==> src/rtl/reg_seq_pkg.sv <==
// Shared definitions for the register-file sequencer: op codes, FSM states and default widths.
package reg_seq_pkg;

    localparam int DEF_WIDTH       = 32;
    localparam int DEF_SEL_WIDTH   = 8;
    localparam int DEF_COUNT_WIDTH = 8;

    typedef enum logic [2:0] {
        OP_LDI  = 3'd0,
        OP_MOV  = 3'd1,
        OP_RD   = 3'd2,
        OP_POST = 3'd3,
        OP_PRE  = 3'd4
    } op_e;

    typedef enum logic [1:0] {
        IDLE  = 2'd0,
        EXEC  = 2'd1,
        WRITE = 2'd2,
        RESP  = 2'd3
    } state_e;

endpackage

==> src/rtl/reg_file_sequencer.sv <==
// One-at-a-time register-file initiator: accept -> EXEC (-> WRITE for MOV) (-> RESP for reads).
// Read data appears 2 edges after accept; cmd_ready is low until the op and its response complete.
module reg_file_sequencer
    import reg_seq_pkg::*;
#(
    parameter int WIDTH       = DEF_WIDTH,
    parameter int SEL_WIDTH   = DEF_SEL_WIDTH,
    parameter int COUNT_WIDTH = DEF_COUNT_WIDTH
) (
    input  logic                   clk,
    input  logic                   rst,
    input  logic                   cmd_valid,
    output logic                   cmd_ready,
    input  logic [2:0]             cmd_op,
    input  logic [SEL_WIDTH-1:0]   cmd_src,
    input  logic [SEL_WIDTH-1:0]   cmd_dst,
    input  logic [WIDTH-1:0]       cmd_imm,
    input  logic [COUNT_WIDTH-1:0] cmd_count,
    output logic                   rsp_valid,
    input  logic                   rsp_ready,
    output logic [WIDTH-1:0]       rsp_data,
    input  logic [WIDTH-1:0]       a,
    input  logic [WIDTH-1:0]       b,
    output logic [WIDTH-1:0]       in,
    output logic                   ld,
    output logic [SEL_WIDTH-1:0]   sel_in,
    output logic [SEL_WIDTH-1:0]   sel_a,
    output logic [SEL_WIDTH-1:0]   sel_b,
    output logic                   oe_a,
    output logic                   oe_b,
    output logic [COUNT_WIDTH-1:0] count_a,
    output logic                   pre_count_a,
    output logic                   post_count_a
);

    state_e                 r_state;
    logic [2:0]             r_op;
    logic [SEL_WIDTH-1:0]   r_src;
    logic [SEL_WIDTH-1:0]   r_dst;
    logic [WIDTH-1:0]       r_imm;
    logic [COUNT_WIDTH-1:0] r_count;
    logic [WIDTH-1:0]       r_cap;
    logic [WIDTH-1:0]       r_rsp_data;
    logic                   w_accept;

    assign w_accept = cmd_valid && (r_state == IDLE);
    assign rsp_data = r_rsp_data;

    always_ff @(posedge clk) begin
        if (rst) begin
            r_state    <= IDLE;
            r_op       <= '0;
            r_src      <= '0;
            r_dst      <= '0;
            r_imm      <= '0;
            r_count    <= '0;
            r_cap      <= '0;
            r_rsp_data <= '0;
        end else begin
            case (r_state)
                IDLE: begin
                    if (w_accept) begin
                        r_op    <= cmd_op;
                        r_src   <= cmd_src;
                        r_dst   <= cmd_dst;
                        r_imm   <= cmd_imm;
                        r_count <= cmd_count;
                        r_state <= EXEC;
                    end
                end
                EXEC: begin
                    case (r_op)
                        OP_MOV: begin
                            r_cap   <= b;
                            r_state <= WRITE;
                        end
                        // PRE sees reg+count on a, POST sees the old value; both captured here.
                        OP_RD, OP_POST, OP_PRE: begin
                            r_rsp_data <= a;
                            r_state    <= RESP;
                        end
                        default: r_state <= IDLE;
                    endcase
                end
                WRITE: r_state <= IDLE;
                RESP: begin
                    if (rsp_ready) r_state <= IDLE;
                end
            endcase
        end
    end

    // Controls depend only on registered state/fields, so they are stable for the whole cycle.
    always_comb begin
        cmd_ready    = (r_state == IDLE);
        rsp_valid    = (r_state == RESP);
        in           = '0;
        ld           = 1'b0;
        sel_in       = '0;
        sel_a        = '0;
        sel_b        = '0;
        oe_a         = 1'b0;
        oe_b         = 1'b0;
        count_a      = '0;
        pre_count_a  = 1'b0;
        post_count_a = 1'b0;
        case (r_state)
            EXEC: begin
                case (r_op)
                    OP_LDI: begin
                        sel_in = r_dst;
                        in     = r_imm;
                        ld     = 1'b1;
                    end
                    OP_MOV: begin
                        sel_b = r_src;
                        oe_b  = 1'b1;
                    end
                    OP_RD: begin
                        sel_a = r_src;
                        oe_a  = 1'b1;
                    end
                    OP_POST: begin
                        sel_a        = r_src;
                        oe_a         = 1'b1;
                        count_a      = r_count;
                        post_count_a = 1'b1;
                    end
                    OP_PRE: begin
                        sel_a       = r_src;
                        oe_a        = 1'b1;
                        count_a     = r_count;
                        pre_count_a = 1'b1;
                    end
                    default: ;
                endcase
            end
            WRITE: begin
                sel_in = r_dst;
                in     = r_cap;
                ld     = 1'b1;
            end
            default: ;
        endcase
    end

endmodule

==> config.mk <==
export PLATFORM = sky130hd
export DESIGN_NAME = reg_file_sequencer
export DESIGN_NICKNAME = d
export VERILOG_FILES = /design/src/rtl/reg_seq_pkg.sv /design/src/rtl/reg_file_sequencer.sv
export SDC_FILE = /design/constraint.sdc
export NUM_CORES = 1
export LEC_CHECK = 0
export CAP_MARGIN = 25
export CORE_MARGIN = 2
export CORE_UTILIZATION = 38
export CTS_CLUSTER_DIAMETER = 60
export DETAILED_ROUTE_END_ITERATION = 16
export GPL_ROUTABILITY_DRIVEN = 0
export PLACE_DENSITY = 0.84
export RECOVER_POWER = 25
export SLEW_MARGIN = 10
export SYNTH_ARGS = -nofsm -noshare
export SYNTH_HDL_FRONTEND = slang
export SYNTH_SLANG_ARGS = --single-unit
==> constraint.sdc <==
create_clock -name clk -period 1.75 [get_ports clk]
set_clock_uncertainty 0.2 [all_clocks]
set_input_delay 0.2625 -clock clk [delete_from_list [all_inputs] [get_ports clk]]
set_output_delay 0.2625 -clock clk [all_outputs]
set_load 0.01 [all_outputs]
==> impl_metrics.tcl <==
set metrics [dict create \
    cts_tree "done" \
    syn_area_mm2 0.00536 \
    max-cap-violations 0 \
    grt_pass1_wl_um 26100 \
    n_fill_cell 1151 \
    avgSynthCellArea_um2 8.33 \
    pin_count 230 \
    hold_path.class "in -> reg" \
    h-tree-depth 4 \
    synth-edff-count 0 \
    critPathCaptureType "output pin" \
    antennaDiodeCount 0 \
    grt_pass1_vias 5267 \
    clock_sinks 125 \
    clockBufferDepth 2 \
    yosys.area.top_type_share_pct 46.7 \
    wl_um 17300 \
    ys_warn_count 0 \
    ctsRootBufferMaster "clkbuf_16" \
    num_vias 5356 \
    synth_area_leader_cell "dfxtp_1" \
    die-area_mm2 0.0151 \
    placed_area_mm2 0.00797 \
    cp.required_ns 1.29 \
    num_rows 43 \
    insertion_delay_ns 0.40 \
    tightest_slew_ns 0.327 \
    crit_path_start_kind "flop" \
    pre_cts_slack_ns -0.662 \
    grt_max_degree 62 \
    yosysMostFrequentCell "nand2_1" \
    relSlewSlack_pct 78.2 \
    via_per_inst 4.91 \
    synth_area_leaders "dfxtp_1, nand2_1, a21oi_1" \
    drtAntennaViolNets 0 \
    overflow 0 \
    wl_per_cell_um 15.9 \
    rsz0062_at_grt "yes" \
    start_util_pct 38.8 \
    period_share_pct 139 \
    drtIter0Drc 339 \
    antenna_found_initial 0 \
    numCtsBuffers 17 \
    synth_nets 775 \
    cp.arrival_ns 1.97 \
    status "complete, but fails checks" \
    path_clk_slew_ns 0.06 \
    layout.nets 1029 \
    grtUsageTotal_pct 22.4 \
    drive_gt1_share_pct 23.2 \
    fp.dieH_um 123 \
    synth_ff_type "dfxtp_1" \
    multi_input_area_mm2 0.00277 \
    max_freq_mhz 411 \
    holdPathStages 3 \
    area_growth_pct 65.8 \
    power_density_mw_per_mm2 924 \
    place_hpwl_um 11300 \
    fin_ws_ns -0.684 \
    leakage_uw 0.00369 \
    dr.pass1.iters 4 \
    rr_worst_depth 9 \
    hold_viol_final 0 \
    coreArea_mm2 0.0138 \
    io_buffers 229 \
    synth_seq_cells 125 \
    yosysSeqAreaShare_pct 46.7 \
    violations "setup timing" \
    async_flop_share_pct 0 \
    crit_type "reg -> out" \
    slew_violations 0 \
    irDropWorstVdd_v 0.000546 \
    finalInstanceArea_mm2 0.00889 \
    holdWs_ns 0.202 \
    seq_area_mm2 0.00252 \
    synth_common_cells "nand2_1, dfxtp_1, a21oi_1" \
    drc_errors 0 \
    dieWidth_um 123 \
    setup_viol 132 \
    min_period_ns 2.43 \
    syn_inst 644 \
    power_uw 8210 \
    cp_max_fo 3 \
    yosysUniqueCellTypes 29 \
]
[critical path, stage by stage, from the launching register on]
cell and delay [ns]:
dfxtp_2 0.35, inv_4 0.05, ha_4 0.15, buf_6 0.11, and4bb_4 0.20, a21oi_4 0.19
clkinvlp_4 0.14, buf_6 0.13, and2_4 0.13, buf_6 0.11
[cell families (layout without fill, tap and decap cells)]
logic type	after synthesis	count (layout)	share of synthesized area [%]
simple gates	296	299	26.2
compound gates	128	128	14.5
flops	125	125	46.7
buf+inv	58	322	5.58
mux	32	32	5.97
fa+ha+maj	4	4	0.933
xor+xnor	1	1	0.163
[final cells by class]
class                   instances  share of cell area (%)
flip-flops and latches        125                    28.3
clock buffers                  18                    4.94
repair buffers                283                    30.2
clock inverters                14                    2.42
multi-input cells             464                    31.2
repair inverters                1                  0.0844
inverters                       6                   0.338
well taps                     180                    2.53
[state kept, by name, indices dropped and copies added (netlist names)]
name and cells:
r_imm 32, rsp_data 32, r_src 8, r_state 2, r_count 8, r_op 3, r_dst 8, r_cap 32
[path summary, 6_finish.rpt]
path / startpoint / slack (ns) / to
setup / recovery: r_state[1] / -0.68 / sel_a[0]
setup reg to reg: r_state[1] / -0.28 / rsp_data[26]
hold reg to reg: r_count[4] / 0.25 / r_count[4]
hold / removal: cmd_count[4] / 0.20 / r_count[4]
[report_power, final]
group          total (µW)  switching [µW]  leakage, µW  internal, µW
combinational        1250             550      0.00235           698
sequential           3090            94.5      0.00102          3000
clock                3870            1300     0.000317          2570
[placed cells by master (no fill, tap or decap), types with 12 or more instances in the layout]
cell type / instances
nand2_1: 181
clkdlybuf4s50_1: 125
dfxtp_1: 120
a21oi_1: 89
nand2b_1: 64
buf_2: 46
buf_6: 37
a22o_1: 32
mux2i_1: 31
dlygate4sd2_1: 31
buf_4: 27
clkbuf_16: 18
and2_4: 17
and2_1: 12
[per-stage QoR]
step | setup TNS, ns | std cells | utilization (%)
6_report | -45.49 | 1091 | 64.3
5_1_grt | -56.22 | 1091 | 64.3
4_1_cts | -48.35 | 1085 | 63.2
3_5_place_dp | -50.08 | 1030 | 57.6
3_3_place_gp | -45.29 | 1030 | 57.6
2_1_floorplan | -2.10 | 644 | -
[layer usage]
metal	share of wire (%)	wire, µm	track usage [%]
met1	40	6910	25.8
met2	47	8160	37.4
met3	11	1940	8.50
met4	1.8	316	8.62
met5	0	0	0
[repair_timing]
item	CTS	global route
hold endpoints to repair	1	0
setup endpoints to repair	161	135
hold buffers	1	0
buffers inserted	17	10
gates resized for setup	368	54
cloned	5	1
pin swaps	24	15
Note: power is estimated with default switching activity, not from simulation.
